===== src/rtl/timing_sequencer.sv =====
// Two-phase MCS-4 timing sequencer: divides sysclk into phi1/phi2 slots, issues
// step_a/step_b counter strobes and walks the 8-subcycle instruction cycle with SYNC.
module timing_sequencer #(
  parameter int unsigned SLOT_LEN = 4
) (
  input  logic       sysclk,
  input  logic       reset_n,
  input  logic       run,
  input  logic       step_req,
  output logic       clk1,
  output logic       clk2,
  output logic       step_a,
  output logic       step_b,
  output logic [2:0] subcycle,
  output logic       sync,
  output logic       cycle_done,
  output logic       busy
);

  localparam int unsigned DIV_W = (SLOT_LEN > 1) ? $clog2(SLOT_LEN) : 1;
  localparam logic [DIV_W-1:0] DIV_LAST = DIV_W'(SLOT_LEN - 1);

  typedef enum logic [1:0] {
    ST_IDLE   = 2'd0,
    ST_RUN    = 2'd1,
    ST_SINGLE = 2'd2
  } state_t;

  state_t           r_state;
  state_t           w_state_nxt;
  logic [DIV_W-1:0] r_div;
  logic [DIV_W-1:0] w_div_nxt;
  logic [1:0]       r_slot;
  logic [1:0]       w_slot_nxt;
  logic [2:0]       r_sub;
  logic [2:0]       w_sub_nxt;
  logic             w_div_wrap;
  logic             w_slot_wrap;
  logic             w_cycle_end;
  logic             w_active_nxt;

  // Next-state and counter chain; run is only consulted at the cycle boundary.
  always_comb begin
    w_state_nxt = r_state;
    w_div_nxt   = r_div;
    w_slot_nxt  = r_slot;
    w_sub_nxt   = r_sub;
    w_div_wrap  = (r_div == DIV_LAST);
    w_slot_wrap = w_div_wrap && (r_slot == 2'd3);
    w_cycle_end = (r_state != ST_IDLE) && w_slot_wrap && (r_sub == 3'd7);
    case (r_state)
      ST_IDLE: begin
        w_div_nxt  = '0;
        w_slot_nxt = 2'd0;
        w_sub_nxt  = 3'd0;
        if (run) begin
          w_state_nxt = ST_RUN;
        end else if (step_req) begin
          w_state_nxt = ST_SINGLE;
        end
      end
      default: begin
        w_div_nxt  = w_div_wrap ? '0 : r_div + DIV_W'(1);
        w_slot_nxt = w_div_wrap ? r_slot + 2'd1 : r_slot;
        w_sub_nxt  = w_slot_wrap ? r_sub + 3'd1 : r_sub;
        if (w_cycle_end) begin
          w_state_nxt = run ? ST_RUN : ST_IDLE;
        end
      end
    endcase
    w_active_nxt = (w_state_nxt != ST_IDLE);
  end

  // Outputs are decoded from the next counter values so they line up with the state.
  always_ff @(posedge sysclk or negedge reset_n) begin
    if (!reset_n) begin
      r_state    <= ST_IDLE;
      r_div      <= '0;
      r_slot     <= 2'd0;
      r_sub      <= 3'd0;
      clk1       <= 1'b0;
      clk2       <= 1'b0;
      step_a     <= 1'b0;
      step_b     <= 1'b0;
      subcycle   <= 3'd0;
      sync       <= 1'b0;
      cycle_done <= 1'b0;
      busy       <= 1'b0;
    end else begin
      r_state    <= w_state_nxt;
      r_div      <= w_div_nxt;
      r_slot     <= w_slot_nxt;
      r_sub      <= w_sub_nxt;
      clk1       <= w_active_nxt && (w_slot_nxt == 2'd0);
      clk2       <= w_active_nxt && (w_slot_nxt == 2'd2);
      step_a     <= w_active_nxt && (w_slot_nxt == 2'd0) && (w_div_nxt == DIV_LAST);
      step_b     <= w_active_nxt && (w_slot_nxt == 2'd2) && (w_div_nxt == DIV_LAST);
      subcycle   <= w_sub_nxt;
      sync       <= w_active_nxt && (w_sub_nxt == 3'd7);
      cycle_done <= w_active_nxt && (w_sub_nxt == 3'd7) && (w_slot_nxt == 2'd3) &&
                    (w_div_nxt == DIV_LAST);
      busy       <= w_active_nxt;
    end
  end

endmodule


===== config.mk =====
export PLATFORM = sky130hd
export DESIGN_NAME = timing_sequencer
export DESIGN_NICKNAME = d
export VERILOG_FILES = /design/src/rtl/timing_sequencer.sv
export SDC_FILE = /design/constraint.sdc
export NUM_CORES = 1
export LEC_CHECK = 0
export BUFFER_PORTS_ARGS = -buffer_cell sky130_fd_sc_hd__buf_2
export CORE_MARGIN = 10
export CORE_UTILIZATION = 35
export DETAILED_ROUTE_END_ITERATION = 10
export PLACE_DENSITY = 0.64
export SLEW_MARGIN = 0
export SYNTH_ARGS = -nofsm -noshare
export SYNTH_HDL_FRONTEND = slang
export SYNTH_SLANG_ARGS = --single-unit

===== constraint.sdc =====
create_clock -name sysclk -period 2.24 [get_ports sysclk]
set_input_delay 0.112 -clock sysclk [delete_from_list [all_inputs] [get_ports sysclk]]
set_output_delay 0.112 -clock sysclk [all_outputs]
set_load 0.01 [all_outputs]

; Word level (Yosys, flattened, before mapping)
; Cells that the tools add are included.
[word_totals]
ff_bits = 16
input_bits = 4
out_inout_bits = 10
elab_cells = 46
[op_classes]
add_sub_neg = 3
eq_ne = 7
mux = 11
reduce_logical = 14
[ops]
columns = cell, count
row1 = two-way mux 2 bit, 8
row2 = == test 2 bit (second input constant), 5
row3 = logical AND 1 bit, 10
row4 = == test 3 bit (second input constant), 2
row5 = two-way mux 3 bit, 2
row6 = adder 2 x 1 -> 2 bit (second input constant), 2
row7 = logical NOT 2 bit, 2
row8 = nonzero test 2 bit, 2
row9 = adder 3 x 1 -> 3 bit (second input constant), 1
row10 = two-way mux 1 bit, 1

; Logic depth before layout (Yosys ltp)
[depth]
word_depth = 10
ltp_mapped = 5
mapped_depth_nobuf = 5

; Least setup slack after synthesis
; OpenSTA, ideal clock, no wires.
[synth_timing]
kind = register to register
from = register r_sub[0]
to = register cycle_done
setup_ns = 0.087
arrival_time_ns = 1.366
required_ns = 2.153
setup_slack_ns = 0.787
stages_incl_launch_ff = 6
path_buffers = 0
period_less_slack_ns = 1.453
cell_sequence = dfrtp_1 -> ha_1 -> ha_1 -> and3b_1 -> nand3_1 -> a211oi_2
[synth_between]
elab_chain_len = 8
elab_cells_between_ends = 12
cone_classes = add/sub (1) / eq/ne (2) / mux (4) / reduce/logical (5)
[synth_rtl]
columns = element, line
row1 = start: declaration, 35  ; logic [2:0] r_sub;
row2 = start signal: assignment, 93  ; r_sub <= w_sub_nxt;
row3 = "parallel branches: the longest is 5 deep, another holds adder 3 x 1 -> 3 bit", --
row4 = logical AND 1 bit * (3 in series), 100  ; cycle_done <= w_active_nxt && (w_sub_nxt == 3'd7) && (w_slot_nxt == 2'd3) &&
row5 = end signal: assignment, 100
row6 = end: declaration, 16  ; output logic cycle_done,
; Mark *: on every way between the ends.

; Worst setup path in the final report
; Ends and elaborated chain as after synthesis.

==> results.py <==
metrics = {
    "timing": {
        "rsz0062_at_grt": "no",
        "finalHoldViolCount": 0,
        "slew-limit-headroom": 0.6649,
        "tightest_slew_ps": 500.8,
        "finalCritPeriodShare": 0.6722,
        "whs_ps": 123.4,
        "fmax_ghz": 0.6641,
        "maxSlewViolCount": 0,
        "min_period_ps": 1506,
        "worst_clock_skew_ps": 1.410,
        "finalSetupViolCount": 0,
        "tns_ps": 0,
    },
    "clocking": {
        "cts_hold_buf": 1,
        "clk_path_buf_depth": 2,
        "ctsResizeCount": 0,
        "h-tree-depth": 1,
        "clk_latency_ps": 280,
        "clk_pin_slew_worst_paths_ps": 90,
        "cts_sinks": 16,
        "cts_buffers": 3,
        "cts_setup_buffers": 0,
        "cts-root-buf": "clkbuf_4",
        "cts_tree": "done",
    },
    "place": {
        "gp_congestion": 0.7310,
        "dp.cells": 104,
        "dpl.hpwl_um": 1086,
        "portBuffers": 13,
    },
    "floorplanning": {
        "initial_core_util": 0.3775,
        "core_area_um2": 2002,
        "std_cell_rows": 16,
        "die_w_um": 66.47,
        "die_h_um": 66.47,
        "die_area_um2": 4418,
        "pin_count": 14,
    },
    "critical_path": {
        "end_kind": "register",
        "slowest_delay_ps": 440,
        "cp_common_cell": "ha_1",
        "path_cells": "ha_1 -> ha_1 -> and3b_1 -> nand3_1 -> a211oi_2",
        "critPathArrivalTime_ps": 1710,
        "critPathRequiredTime_ps": 2450,
        "crit_slowest_cell": "dfrtp_1",
        "crit_family": "adder cells",
        "criticalPathCategory": "reg -> reg",
        "start_kind": "register",
        "cp.buffers_inverters": 0,
        "crit_fanout": 5,
    },
    "power": {
        "peakVddDrop_uv": 288.7,
        "power.leakage_nw": 0.4053,
        "cellPowerDensity_nw_per_um2": 548.6,
        "power_mw": 0.4866,
    },
    "synthesis": {
        "yosysSeqAreaShare": 0.5298,
        "ys.warnings.count": 0,
        "ys_ff_latch": 16,
        "synth_top_cell_by_area": "dfrtp_1",
        "syn_nets": 74,
        "netlist.area_leader.share": 0.5298,
        "synth_area_um2": 755.7,
        "synthCells": 66,
        "synth_area_leaders": "dfrtp_1 53%, ha_1 6.6%, nand4_1 3.3%, mux2i_4 3.0%, nand2_1 3.0%",
        "ys_types": 26,
        "postSynthAreaPerCell_um2": 11.45,
    },
    "detailed_routing": {
        "wl_per_cell_um": 12.54,
        "first_pass_iters": 2,
        "drt-total-wl_um": 1367,
        "ant_nets": 0,
        "remaining_drc_errors": 0,
        "viasPerCell": 4.881,
        "vias": 532,
        "first_iter_violations": 5,
    },
    "finish": {
        "fin_cells": 109,
        "multiInputGateArea_um2": 334.1,
        "n_fill_cell": 209,
        "antenna_cells": 0,
        "regArea_um2": 400.4,
        "utilization": 0.4431,
        "nNetsFinal": 91,
        "area_growth_pct": 17.38,
        "drive_above_1_share": 0.3049,
    },
    "global_route": {
        "grt_max_degree": 17,
        "gr-total-overflow": 0,
        "grt_usage": 0.07175,
        "grt_pass1_vias": 577,
        "antenna_found_initial": 0,
        "grt_pass1_wl_um": 2456,
    },
    "job": {
        "max_cap_viol_count": 0,
    },
    "min_path": {
        "hp-class": "in -> reg",
    },
    "outcome": {
        "outcome": "finished, final reports clean",
    },
}
-- per-stage QoR --
step,worst slack (ps),cell area [um2]
6_report,734.2,887.1
5_1_grt,590.3,887.1
4_1_cts,731.0,887.1
3_5_place_dp,751.8,840.8
3_3_place_gp,779.4,840.8
2_1_floorplan,786.8,755.7
-- kinds of logic after synthesis --
| kind of cell | count (synthesis) | synth area share |
|---|---|---|
| AOI/OAI and AO/OA | 7 | 0.06954 |
| xor gates and xnor gates | 2 | 0.02318 |
| adders and majority gates | 4 | 0.06623 |
| buffers and inverters | 3 | 0.02815 |
| DFF | 16 | 0.5298 |
| muxes | 1 | 0.02980 |
| and+or+nand+nor | 33 | 0.2533 |
-- layer usage --
layer | global-route usage | vias up | share of wire
met4 | 0.04712 | 0 | 0.021
met2 | 0.1160 | 13 | 0.46
met3 | 0.03177 | 4 | 0.094
met1 | 0.07371 | 251 | 0.43
li1 | - | 264 | -
met5 | 0 | - | 0
-- final cells by class --
| type | count | share of cell area |
|---|---|---|
| Clock buffer | 4 | 0.04090 |
| Multi-Input combinational cell | 47 | 0.3766 |
| Sequential cell | 16 | 0.4513 |
| Tap cell | 27 | 0.03808 |
| Timing Repair Buffer | 15 | 0.09309 |
-- registers in the layout, summed over array words and instances (netlist names) --
| name | count |
|---|---|
| r_sub | 3 |
| r_div | 2 |
| r_slot | 2 |
| r_state | 2 |
| busy | 1 |
| clk1 | 1 |
| clk2 | 1 |
| cycle_done | 1 |
| step_a | 1 |
| step_b | 1 |
| sync | 1 |
-- synth_stat cells --
library cell	number
nor3_1	3
and3b_1	1
mux2i_4	1
and2_1	1
a21oi_1	3
xor2_1	1
xnor2_1	1
nor3_2	2
nand2b_1	1
buf_6	1
nand4b_1	1
nor3_4	1
a21oi_2	1
nand2_1	6
nor2_2	1
nand4_1	4
nand3_1	4
o21bai_1	1
nand3b_1	1
a22o_1	1
nor2_1	6
or2_1	1
dfrtp_1	16
a211oi_2	1
buf_2	2
ha_1	4
-- worst paths after layout --
kind | from | endpoint | slack (ps) | depth (start not counted)
worst max-delay path | r_sub[0] | cycle_done | 730 | 5
worst min-delay path | step_req | r_state[1] | 120 | 3
worst max register to register | r_sub[0] | cycle_done | 730 | 5
worst min register to register | r_div[0] | r_div[0] | 470 | 1
max in group asynchronous | reset_n | r_slot[1] | 1730 | 2
min in group asynchronous | reset_n | r_sub[2] | 260 | 2
-- worst min-delay path, cell delays in order --
cell and delay [ps]:
buf_2 130, nand3b_1 90, nand2_1 50
-- where the power goes --
part / internal (mW) / switching, mW / total [mW]
Combinational: 0.00412 / 0.00847 / 0.0126
Sequential: 0.289 / 0 / 0.289
Clock: 0.0990 / 0.0865 / 0.185
Total: 0.392 / 0.0950 / 0.487
-- cell usage in the layout, fill, tap and decap left out --
cell / instances
nand2_1: 6
dfrtp_1: 16
or2_1: 1
xor2_1: 1
buf_2: 13
xnor2_1: 1
nand4b_1: 1
and3b_1: 1
nand3b_1: 1
buf_4: 1
a21oi_2: 1
clkbuf_4: 3
nand2b_1: 1
ha_1: 4
nor3_2: 2
and2_1: 1
o21bai_1: 1
nor3_4: 1
nand3_1: 4
a21oi_1: 3
clkbuf_8: 1
mux2i_4: 1
nor2_1: 6
dlygate4sd3_1: 1
nor3_1: 3
a211oi_2: 1
nor2_2: 1
a22o_1: 1
nand4_1: 4
Note: power is estimated with default switching activity, not from simulation.
